[src/rtl/pc_unit_pkg.sv]
// Shared definitions for the program-counter unit: branch-mode encodings and select width.
// Used by pc_unit and pc_ras; the return-address stack is enabled with PC_RAS_EN.
package pc_unit_pkg;

    localparam int PC_IMR_SEL_W = 2;

    typedef enum logic [PC_IMR_SEL_W-1:0] {
        PC_REL  = 2'd0,
        PC_REG  = 2'd1,
        PC_CALL = 2'd2,
        PC_RET  = 2'd3
    } pc_mode_e;

    // Width needed to hold a stack occupancy of 0..depth inclusive.
    function automatic int ras_cnt_w(input int depth);
        return $clog2(depth) + 1;
    endfunction

endpackage

[src/rtl/pc_ras.sv]
// Circular return-address stack: a push onto a full stack overwrites the oldest entry.
// A pop from an empty stack is ignored. Both cases set the sticky err flag.
module pc_ras
    import pc_unit_pkg::*;
#(
    parameter int DATA_W = 16,
    parameter int DEPTH  = 8
) (
    input  logic                     clock,
    input  logic                     n_rst,
    input  logic                     push,
    input  logic                     pop,
    input  logic [DATA_W-1:0]        push_data,
    output logic [DATA_W-1:0]        top,
    output logic [$clog2(DEPTH):0]   count,
    output logic                     full,
    output logic                     empty,
    output logic                     err
);

    localparam int PTR_W = $clog2(DEPTH);
    localparam int CNT_W = ras_cnt_w(DEPTH);
    localparam logic [PTR_W-1:0] PTR_ZERO = {PTR_W{1'b0}};
    localparam logic [PTR_W-1:0] PTR_ONE  = PTR_W'(1);
    localparam logic [CNT_W-1:0] CNT_ZERO = {CNT_W{1'b0}};
    localparam logic [CNT_W-1:0] CNT_ONE  = CNT_W'(1);
    localparam logic [CNT_W-1:0] CNT_MAX  = CNT_W'(DEPTH);

    logic [DATA_W-1:0] mem_r [DEPTH];
    logic [PTR_W-1:0]  ptr_r;
    logic [PTR_W-1:0]  ptr_next_s;
    logic [CNT_W-1:0]  count_r;
    logic [CNT_W-1:0]  count_next_s;
    logic              err_r;
    logic              err_next_s;
    logic              full_s;
    logic              empty_s;

    assign full_s  = (count_r == CNT_MAX);
    assign empty_s = (count_r == CNT_ZERO);

    // Next pointer, occupancy and error flag; ptr_r always addresses the next free slot.
    always_comb begin
        ptr_next_s   = ptr_r;
        count_next_s = count_r;
        err_next_s   = err_r;
        if (push) begin
            ptr_next_s = ptr_r + PTR_ONE;
            if (full_s) begin
                err_next_s = 1'b1;
            end else begin
                count_next_s = count_r + CNT_ONE;
            end
        end else if (pop) begin
            if (empty_s) begin
                err_next_s = 1'b1;
            end else begin
                ptr_next_s   = ptr_r - PTR_ONE;
                count_next_s = count_r - CNT_ONE;
            end
        end else begin
            err_next_s = err_r;
        end
    end

    // Pointer, count and sticky error state.
    always_ff @(posedge clock or negedge n_rst) begin
        if (!n_rst) begin
            ptr_r   <= PTR_ZERO;
            count_r <= CNT_ZERO;
            err_r   <= 1'b0;
        end else begin
            ptr_r   <= ptr_next_s;
            count_r <= count_next_s;
            err_r   <= err_next_s;
        end
    end

    // Entry storage; never read while empty, so it carries no reset.
    always_ff @(posedge clock) begin
        if (push) begin
            mem_r[ptr_r] <= push_data;
        end
    end

    assign top   = mem_r[ptr_r - PTR_ONE];
    assign count = count_r;
    assign full  = full_s;
    assign empty = empty_s;
    assign err   = err_r;

endmodule

[src/rtl/pc_unit.sv]
// Program counter with relative/register branches and optional call/return stack.
// Define PC_RAS_EN to build the return-address stack; otherwise CALL acts as REL and RET as REG.
module pc_unit
    import pc_unit_pkg::*;
#(
    parameter int DATA_W    = 16,
    parameter int RAS_DEPTH = 8
) (
    input  logic                    clock,
    input  logic                    n_rst,
    input  logic                    stall,
    input  logic                    bre,
    input  logic [PC_IMR_SEL_W-1:0] imr_sel,
    input  logic [DATA_W-1:0]       imm,
    input  logic [DATA_W-1:0]       rs,
    output logic [DATA_W-1:0]       out,
    output logic                    ras_empty,
    output logic                    ras_full,
    output logic                    ras_err
);

    localparam logic [DATA_W-1:0] PC_ZERO = {DATA_W{1'b0}};
    localparam logic [DATA_W-1:0] PC_ONE  = DATA_W'(1);

    logic [DATA_W-1:0] pc_r;
    logic [DATA_W-1:0] pc_next_s;
    logic [DATA_W-1:0] seq_s;
    logic [DATA_W-1:0] rel_s;

    // Both targets are "+1" relative to the current PC; the adders wrap naturally.
    assign seq_s = pc_r + PC_ONE;
    assign rel_s = pc_r + imm + PC_ONE;

`ifdef PC_RAS_EN
    localparam int CNT_W = ras_cnt_w(RAS_DEPTH);
    localparam logic [CNT_W-1:0] CNT_ZERO = {CNT_W{1'b0}};

    logic              push_s;
    logic              pop_s;
    logic [DATA_W-1:0] ras_top_s;
    logic [CNT_W-1:0]  ras_count_s;
    logic              ras_full_s;
    logic              ras_empty_s;
    logic              ras_err_s;

    // Next PC and stack requests; stall suppresses both so nothing moves.
    always_comb begin
        pc_next_s = seq_s;
        push_s    = 1'b0;
        pop_s     = 1'b0;
        if (stall) begin
            pc_next_s = pc_r;
        end else if (bre) begin
            case (pc_mode_e'(imr_sel))
                PC_REL:  pc_next_s = rel_s;
                PC_REG:  pc_next_s = rs;
                PC_CALL: begin
                    pc_next_s = rel_s;
                    push_s    = 1'b1;
                end
                PC_RET: begin
                    pop_s = 1'b1;
                    if (ras_count_s != CNT_ZERO) begin
                        pc_next_s = ras_top_s;
                    end else begin
                        pc_next_s = seq_s;
                    end
                end
                default: pc_next_s = seq_s;
            endcase
        end else begin
            pc_next_s = seq_s;
        end
    end

    pc_ras #(
        .DATA_W (DATA_W),
        .DEPTH  (RAS_DEPTH)
    ) u_ras (
        .clock     (clock),
        .n_rst     (n_rst),
        .push      (push_s),
        .pop       (pop_s),
        .push_data (seq_s),
        .top       (ras_top_s),
        .count     (ras_count_s),
        .full      (ras_full_s),
        .empty     (ras_empty_s),
        .err       (ras_err_s)
    );

    assign ras_empty = ras_empty_s;
    assign ras_full  = ras_full_s;
    assign ras_err   = ras_err_s;
`else
    // Next PC without a stack: CALL degrades to REL, RET to REG.
    always_comb begin
        pc_next_s = seq_s;
        if (stall) begin
            pc_next_s = pc_r;
        end else if (bre) begin
            case (pc_mode_e'(imr_sel))
                PC_REL:  pc_next_s = rel_s;
                PC_REG:  pc_next_s = rs;
                PC_CALL: pc_next_s = rel_s;
                PC_RET:  pc_next_s = rs;
                default: pc_next_s = seq_s;
            endcase
        end else begin
            pc_next_s = seq_s;
        end
    end

    assign ras_empty = 1'b1;
    assign ras_full  = 1'b0;
    assign ras_err   = 1'b0;
`endif

    // PC register; the only path to out.
    always_ff @(posedge clock or negedge n_rst) begin
        if (!n_rst) begin
            pc_r <= PC_ZERO;
        end else begin
            pc_r <= pc_next_s;
        end
    end

    assign out = pc_r;

endmodule
[config.mk]
export PLATFORM = sky130hd
export DESIGN_NAME = pc_unit
export DESIGN_NICKNAME = d
export VERILOG_FILES = /design/src/rtl/pc_unit_pkg.sv /design/src/rtl/pc_ras.sv /design/src/rtl/pc_unit.sv
export SDC_FILE = /design/constraint.sdc
export NUM_CORES = 1
export LEC_CHECK = 0
export ABC_AREA = 1
export CAP_MARGIN = 10
export CORE_ASPECT_RATIO = 0.7
export CORE_MARGIN = 2
export CORE_UTILIZATION = 50
export DETAILED_ROUTE_END_ITERATION = 16
export PLACE_DENSITY = 0.89
export SLEW_MARGIN = 40
export SYNTH_ARGS = -nofsm -noshare
export SYNTH_HDL_FRONTEND = slang
export SYNTH_SLANG_ARGS = --single-unit
[constraint.sdc]
create_clock -name clock -period 2 [get_ports clock]
set_input_delay 0.2 -clock clock [delete_from_list [all_inputs] [get_ports clock]]
set_output_delay 0.2 -clock clock [all_outputs]
set_load 0.02 [all_outputs]
==> results of run 1 <==
-- per-stage QoR --
stage / util [%] / cell area [sq um] / hold WS [ns] / cells / setup TNS (ns)
final: 76.4 / 3050 / 0.252 / 495 / 0
after global routing: 76.4 / 3050 / 0.281 / 495 / -0.0649
after CTS: 74.3 / 2970 / 0.265 / 492 / 0
after detailed placement: 72.9 / 2910 / 0.539 / 488 / -0.977
after global placement: 72.9 / 2910 / 0.541 / 488 / -0.222
after floorplan: - / 2130 / -0.0956 / 361 / 0
-- path summary, 6_finish.rpt --
check | startpoint | end | depth (start not counted)
setup / recovery | out[0] | out[10] | 14
hold / removal | n_rst | out[5] | 2
setup reg to reg | out[0] | out[10] | 14
hold reg to reg | out[15] | out[15] | 2
max in group asynchronous | n_rst | out[5] | 2
min in group clock | rs[0] | out[0] | 3
-- cells by family (layout without fill, tap and decap cells) --
| logic type | after synthesis | in the layout | synth area share (%) |
|---|---|---|---|
| buf+inv | 57 | 139 | 10.8 |
| fa+ha+maj | 17 | 17 | 10.4 |
| xor+xnor | 15 | 15 | 6.19 |
| other cells | 2 | 3 | 0.354 |
| simple gates | 198 | 198 | 39.1 |
| compound gates | 55 | 55 | 14.3 |
| flops | 16 | 16 | 18.9 |
-- synth_stat cells, types with 4 or more instances --
master	number
o21ai_1	4
a21oi_1	30
dfrtp_1	16
a21oi_2	4
nor3_1	6
nand2_2	5
clkbuf_1	4
inv_1	41
nand2_1	96
xor2_1	10
o21ai_0	10
ha_1	16
inv_2	4
xnor2_1	5
nor2_1	61
nand3_1	21
-- what timing repair did --
item	CTS	global route
resized for setup	0	16
endpoints found under the setup margin	0	8
setup buffers	0	3
hold buffers	0	0
-- metal layers --
metal	GRT usage [%]	vias to the layer above	wire (um)
met5	0	-	0
met4	8.81	0	123
met3	7.82	16	770
met2	49.8	156	3390
met1	43.3	1235	3260
li1	-	1309	-
-- worst max-delay path, cell delays in order (launching register included) --
cell and delay [ns]:
dfrtp_1 0.39, inv_2 0.09, ha_4 0.14, inv_2 0.05, fa_2 0.40, nand2_2 0.10
a21oi_4 0.07, nand2_1 0.12, nand2_2 0.09, nand2_1 0.09, nand2_1 0.05, nand2_1 0.05
nand3_1 0.06, nand2_1 0.08, a21oi_2 0.05
-- final cells by class --
| cell class | instances | area [sq um] | share of cell area, % |
|---|---|---|---|
| clock buffers | 4 | 55.1 | 1.80 |
| inverters | 46 | 173 | 5.66 |
| multi-input cells | 288 | 1560 | 51.1 |
| flip-flops and latches | 16 | 402 | 13.2 |
| well taps | 52 | 65.1 | 2.13 |
| repair buffers | 89 | 798 | 26.2 |
-- where the power goes --
group          switching (mW)  total, mW  internal (mW)
Combinational           0.859       1.53          0.669
Sequential             0.0851      0.468          0.383
Clock                   0.130      0.305          0.175
==> impl_metrics.toml, run 1 <==
[synth]
syn_inst = 360
synth.distinct_cells = 34
yosysWarningCount = 0
synth.cell_area_sq_um = 2120
synth_top_area_share_pct = 18.9
yosysSeqAreaShare_pct = 18.9
synth_seq_cells = 16
syn_area_per_cell_sq_um = 5.90
ys_top_cells_by_area = "dfrtp_1 (19%), nand2_1 (17%), nor2_1 (11%)"
synth_async_sr_flop_share_pct = 100
synth.largest_area_cell = "dfrtp_1"
synth_edf_count = 0
synth_ff_type = "dfrtp_1"

[sta]
slew_headroom_pct = 65.3
min_period_ns = 1.95
clock.fmax_mhz = 513
setup_viol_count_final = 0
drv_slew = 0
fin_skew_ns = 0.00528
period_share_pct = 97.5
setup_ws_ns = 0.0503
tightest_slew_ns = 0.518
final-hold-violation-count = 0

[route]
wl_mm = 7.54
drt_iter0_markers = 281
wl_per_cell_um = 15.2
ant_nets = 0
via_per_inst = 5.49
drcViolationCount = 0
vias = 2716
dr.pass1.iters = 7

[power]
powerDensity_nw_per_um2 = 754
finalPower_mw = 2.30
ir_worst_vdd_mv = 0.539
leakagePower_nw = 1.55

[critical_path]
worstPathRequired_ns = 2.15
regToRegSetupSlack_ns = 0.05
critPathKind = "flop to flop"
crit_arrival_ns = 2.10
cp-start-kind = "flop"
path_max_fanout = 3
endpoint_kind = "flop"

[placement]
detailedPlace.worstSlack_ns = -0.158
dp_hpwl_mm = 5.73
numPortBuffers = 52
gp_congestion = 0.895

[floorplan]
core-area_sq_um = 3990
start_util_pct = 53.2
rows = 19
ioPinCount = 57
die-area_sq_um = 4790
die_w_um = 81.9
die_h_um = 58.5

[global_routing]
grt_overflow_total = 0
grt_pass1_wl_mm = 11.5
grt_usage_pct = 31.6
grt_pass1_vias = 2559
grt_max_degree = 20
antenna_found_initial = 0

[clocking]
cts-buffers-inserted = 3
htreeDepth = 1
tritoncts = "built"
clkLatencyLatePin_ns = 0.26
clock_path_buffers = 2
cts_sinks = 16
cts_root_buf = "clkbuf_8"
clk_pin_slew_ns = 0.07

[final_layout]
final_cell_mix = "nand2_1 (92), nor2_1 (61), clkdlybuf4s50_1 (52), inv_1 (39), buf_4 (37)"
largest_reg_flops = 16
nets = 499
n_fill_cell = 328
area_delta_synth_final_pct = 43.7
insertedDiodeCount = 0
final_common_cell = "nand2_1"
drive_gt1_share_pct = 16.5

[run_status]
status = "finished, final reports clean"

[hold_path]
hold_path_class = "input pin to asynchronous set/reset pin"

[job]
cap_violations = 0
No activity file was read; power rests on OpenSTA's default activity.
==> run 2: changes to the inputs <==
--- a/config.mk
+++ b/config.mk
@@ -6,12 +6,13 @@
 export NUM_CORES = 1
 export LEC_CHECK = 0
 export ABC_AREA = 1
+export ABC_CLOCK_PERIOD_IN_PS = 2000
 export CAP_MARGIN = 10
 export CORE_ASPECT_RATIO = 0.7
 export CORE_MARGIN = 2
 export CORE_UTILIZATION = 50
 export DETAILED_ROUTE_END_ITERATION = 16
-export PLACE_DENSITY = 0.89
+export PLACE_DENSITY = 0.82
 export SLEW_MARGIN = 40
 export SYNTH_ARGS = -nofsm -noshare
 export SYNTH_HDL_FRONTEND = slang
==> run 2 against run 1 <==
Net effect: worst setup slack improved by 0.011 ns; clock power fell by 3%; utilization rose by 0.22 points; clock-buffer cell count did not move; register-to-register slack barely moved; first-iteration DRC count fell by 15%; global-route usage fell by 2.1 points; via count fell by 3.6%; clock skew fell by 0.0040 ns; critical path type unchanged; largest power group unchanged.
==> impl_metrics.toml, run 2 (synthesis results as in run 1) <==
[final_layout]
drive_gt1_share_pct = 16.2
final_cell_mix = "nand2_1 (94), nor2_1 (61), clkdlybuf4s50_1 (52), inv_1 (39), buf_4 (33)"
area_delta_synth_final_pct = 44.1
largest_reg_flops = 16
multi_input_area_sq_um = 1600
fin_cells = 491
ff_latch_area_sq_um = 400
final_util_pct = 76.6
insertedDiodeCount = 0
nets = 495
n_fill_cell = 324
final_common_cell = "nand2_1"

[clocking]
cts-buffers-inserted = 3
cts_sinks = 16
clock_path_buffers = 2
cts_root_buf = "clkbuf_8"
htreeDepth = 1
clkLatencyLatePin_ns = 0.25
tritoncts = "built"
clk_pin_slew_ns = 0.07
holdBufCountCts = 0

[critical_path]
r2r_end = "out[15]"
worstPathRequired_ns = 2.14
endpoint_kind = "flop"
reg2reg_depth = 12
r2r_start = "out[2]"
crit_arrival_ns = 2.08
path_max_fanout = 3
critPathKind = "flop to flop"
regToRegSetupSlack_ns = 0.06
cp-start-kind = "flop"

[run_status]
status = "finished, final reports clean"

[global_routing]
grt_max_degree = 22
grt_usage_pct = 29.5
grt_overflow_total = 0
grt_pass1_wl_mm = 10.9
antenna_found_initial = 0
grt_pass1_vias = 2394

[route]
wl_mm = 6.99
ant_nets = 0
drcViolationCount = 0
drt_iter0_markers = 239
dr.pass1.iters = 5
wl_per_cell_um = 14.2
vias = 2617
via_per_inst = 5.33

[sta]
setup_viol_count_final = 0
period_share_pct = 96.9
min_period_ns = 1.94
drv_slew = 0
fin_skew_ns = 0.00128
clock.fmax_mhz = 516
final-hold-violation-count = 0

[floorplan]
die_w_um = 81.9
die_h_um = 58.5
core-area_sq_um = 3990
ioPinCount = 57
start_util_pct = 53.2
die-area_sq_um = 4790
rows = 19

[placement]
dp_cells = 486
gp_congestion = 0.924
numPortBuffers = 52
dp_hpwl_mm = 5.43

[power]
finalPower_mw = 2.27
powerDensity_nw_per_um2 = 742
leakagePower_nw = 1.53
ir_worst_vdd_mv = 0.474

[hold_path]
hold_path_class = "input pin to asynchronous set/reset pin"

[job]
cap_violations = 0
## run 2: area by class of cell
type,instances,share of cell area (%)
Inverter,46,5.64
Timing Repair Buffer,85,25.1
Clock buffer,4,1.80
Multi-Input combinational cell,288,52.2
Tap cell,52,2.13
Sequential cell,16,13.1
## run 2: per-layer routing
metal	vias to the layer above	wire length, um	track usage [%]
met1	1204	3320	44.2
met3	6	528	3.53
met5	-	0	0
met4	0	37	5.48
met2	107	3110	46.1
li1	1300	-	-
## run 2: critical path: stages (launching register included)
cell	delay [ns]
dfrtp_1	0.44
ha_1	0.35
or2_1	0.26
nand3_2	0.12
nand2_2	0.09
nand2_2	0.10
nand2_1	0.05
nand2_1	0.06
nand3_1	0.08
nand2_1	0.09
nand2_1	0.06
nand2_1	0.06
nand2_1	0.07
## run 2: worst max-delay path by stage
| stage | slack, ns | end | depth (start not counted) | startpoint |
|---|---|---|---|---|
| floorplan | 0.1 | out[10] | 14 | out[0] |
| global placement | -0.07 | out[10] | 15 | imm[0] |
| detailed placement | -0.18 | out[15] | 16 | imm[0] |
| CTS | 0.03 | out[15] | 11 | out[10] |
| global route | -0.007 | out[14] | 14 | out[0] |
| finish | 0.06 | out[15] | 12 | out[2] |
## run 2: repair_timing
item	in CTS	in global routing
gates resized for setup	0	18
endpoints found under the setup margin	0	6
buffers inserted	0	1
## run 2: report_power, final
group	internal, mW	switching (mW)	total (mW)
Combinational	0.668	0.843	1.51
Clock	0.175	0.122	0.297
Sequential	0.382	0.0822	0.464
Total	1.22	1.05	2.27
## run 2: per-stage QoR
step	area [sq um]	hold slack (ns)	setup TNS (ns)	setup WS [ns]
floorplan	2130	-0.0956	0	0.0963
global placement	2900	0.542	-0.266	-0.0674
detailed placement	2900	0.546	-0.836	-0.182
CTS	2950	0.281	0	0.0322
global route	3060	0.298	-0.0104	-0.00650
finish	3060	0.269	0	0.0613
==> run 3: changes to the inputs <==
--- a/config.mk
+++ b/config.mk
@@ -11,7 +11,9 @@
 export CORE_ASPECT_RATIO = 0.7
 export CORE_MARGIN = 2
 export CORE_UTILIZATION = 50
+export CTS_CLUSTER_SIZE = 16
 export DETAILED_ROUTE_END_ITERATION = 16
+export HOLD_SLACK_MARGIN = 0.03
 export PLACE_DENSITY = 0.82
 export SLEW_MARGIN = 40
 export SYNTH_ARGS = -nofsm -noshare
==> results of run 3 <==
No change in the layout: final DEF, timing and power equal those of run 2.
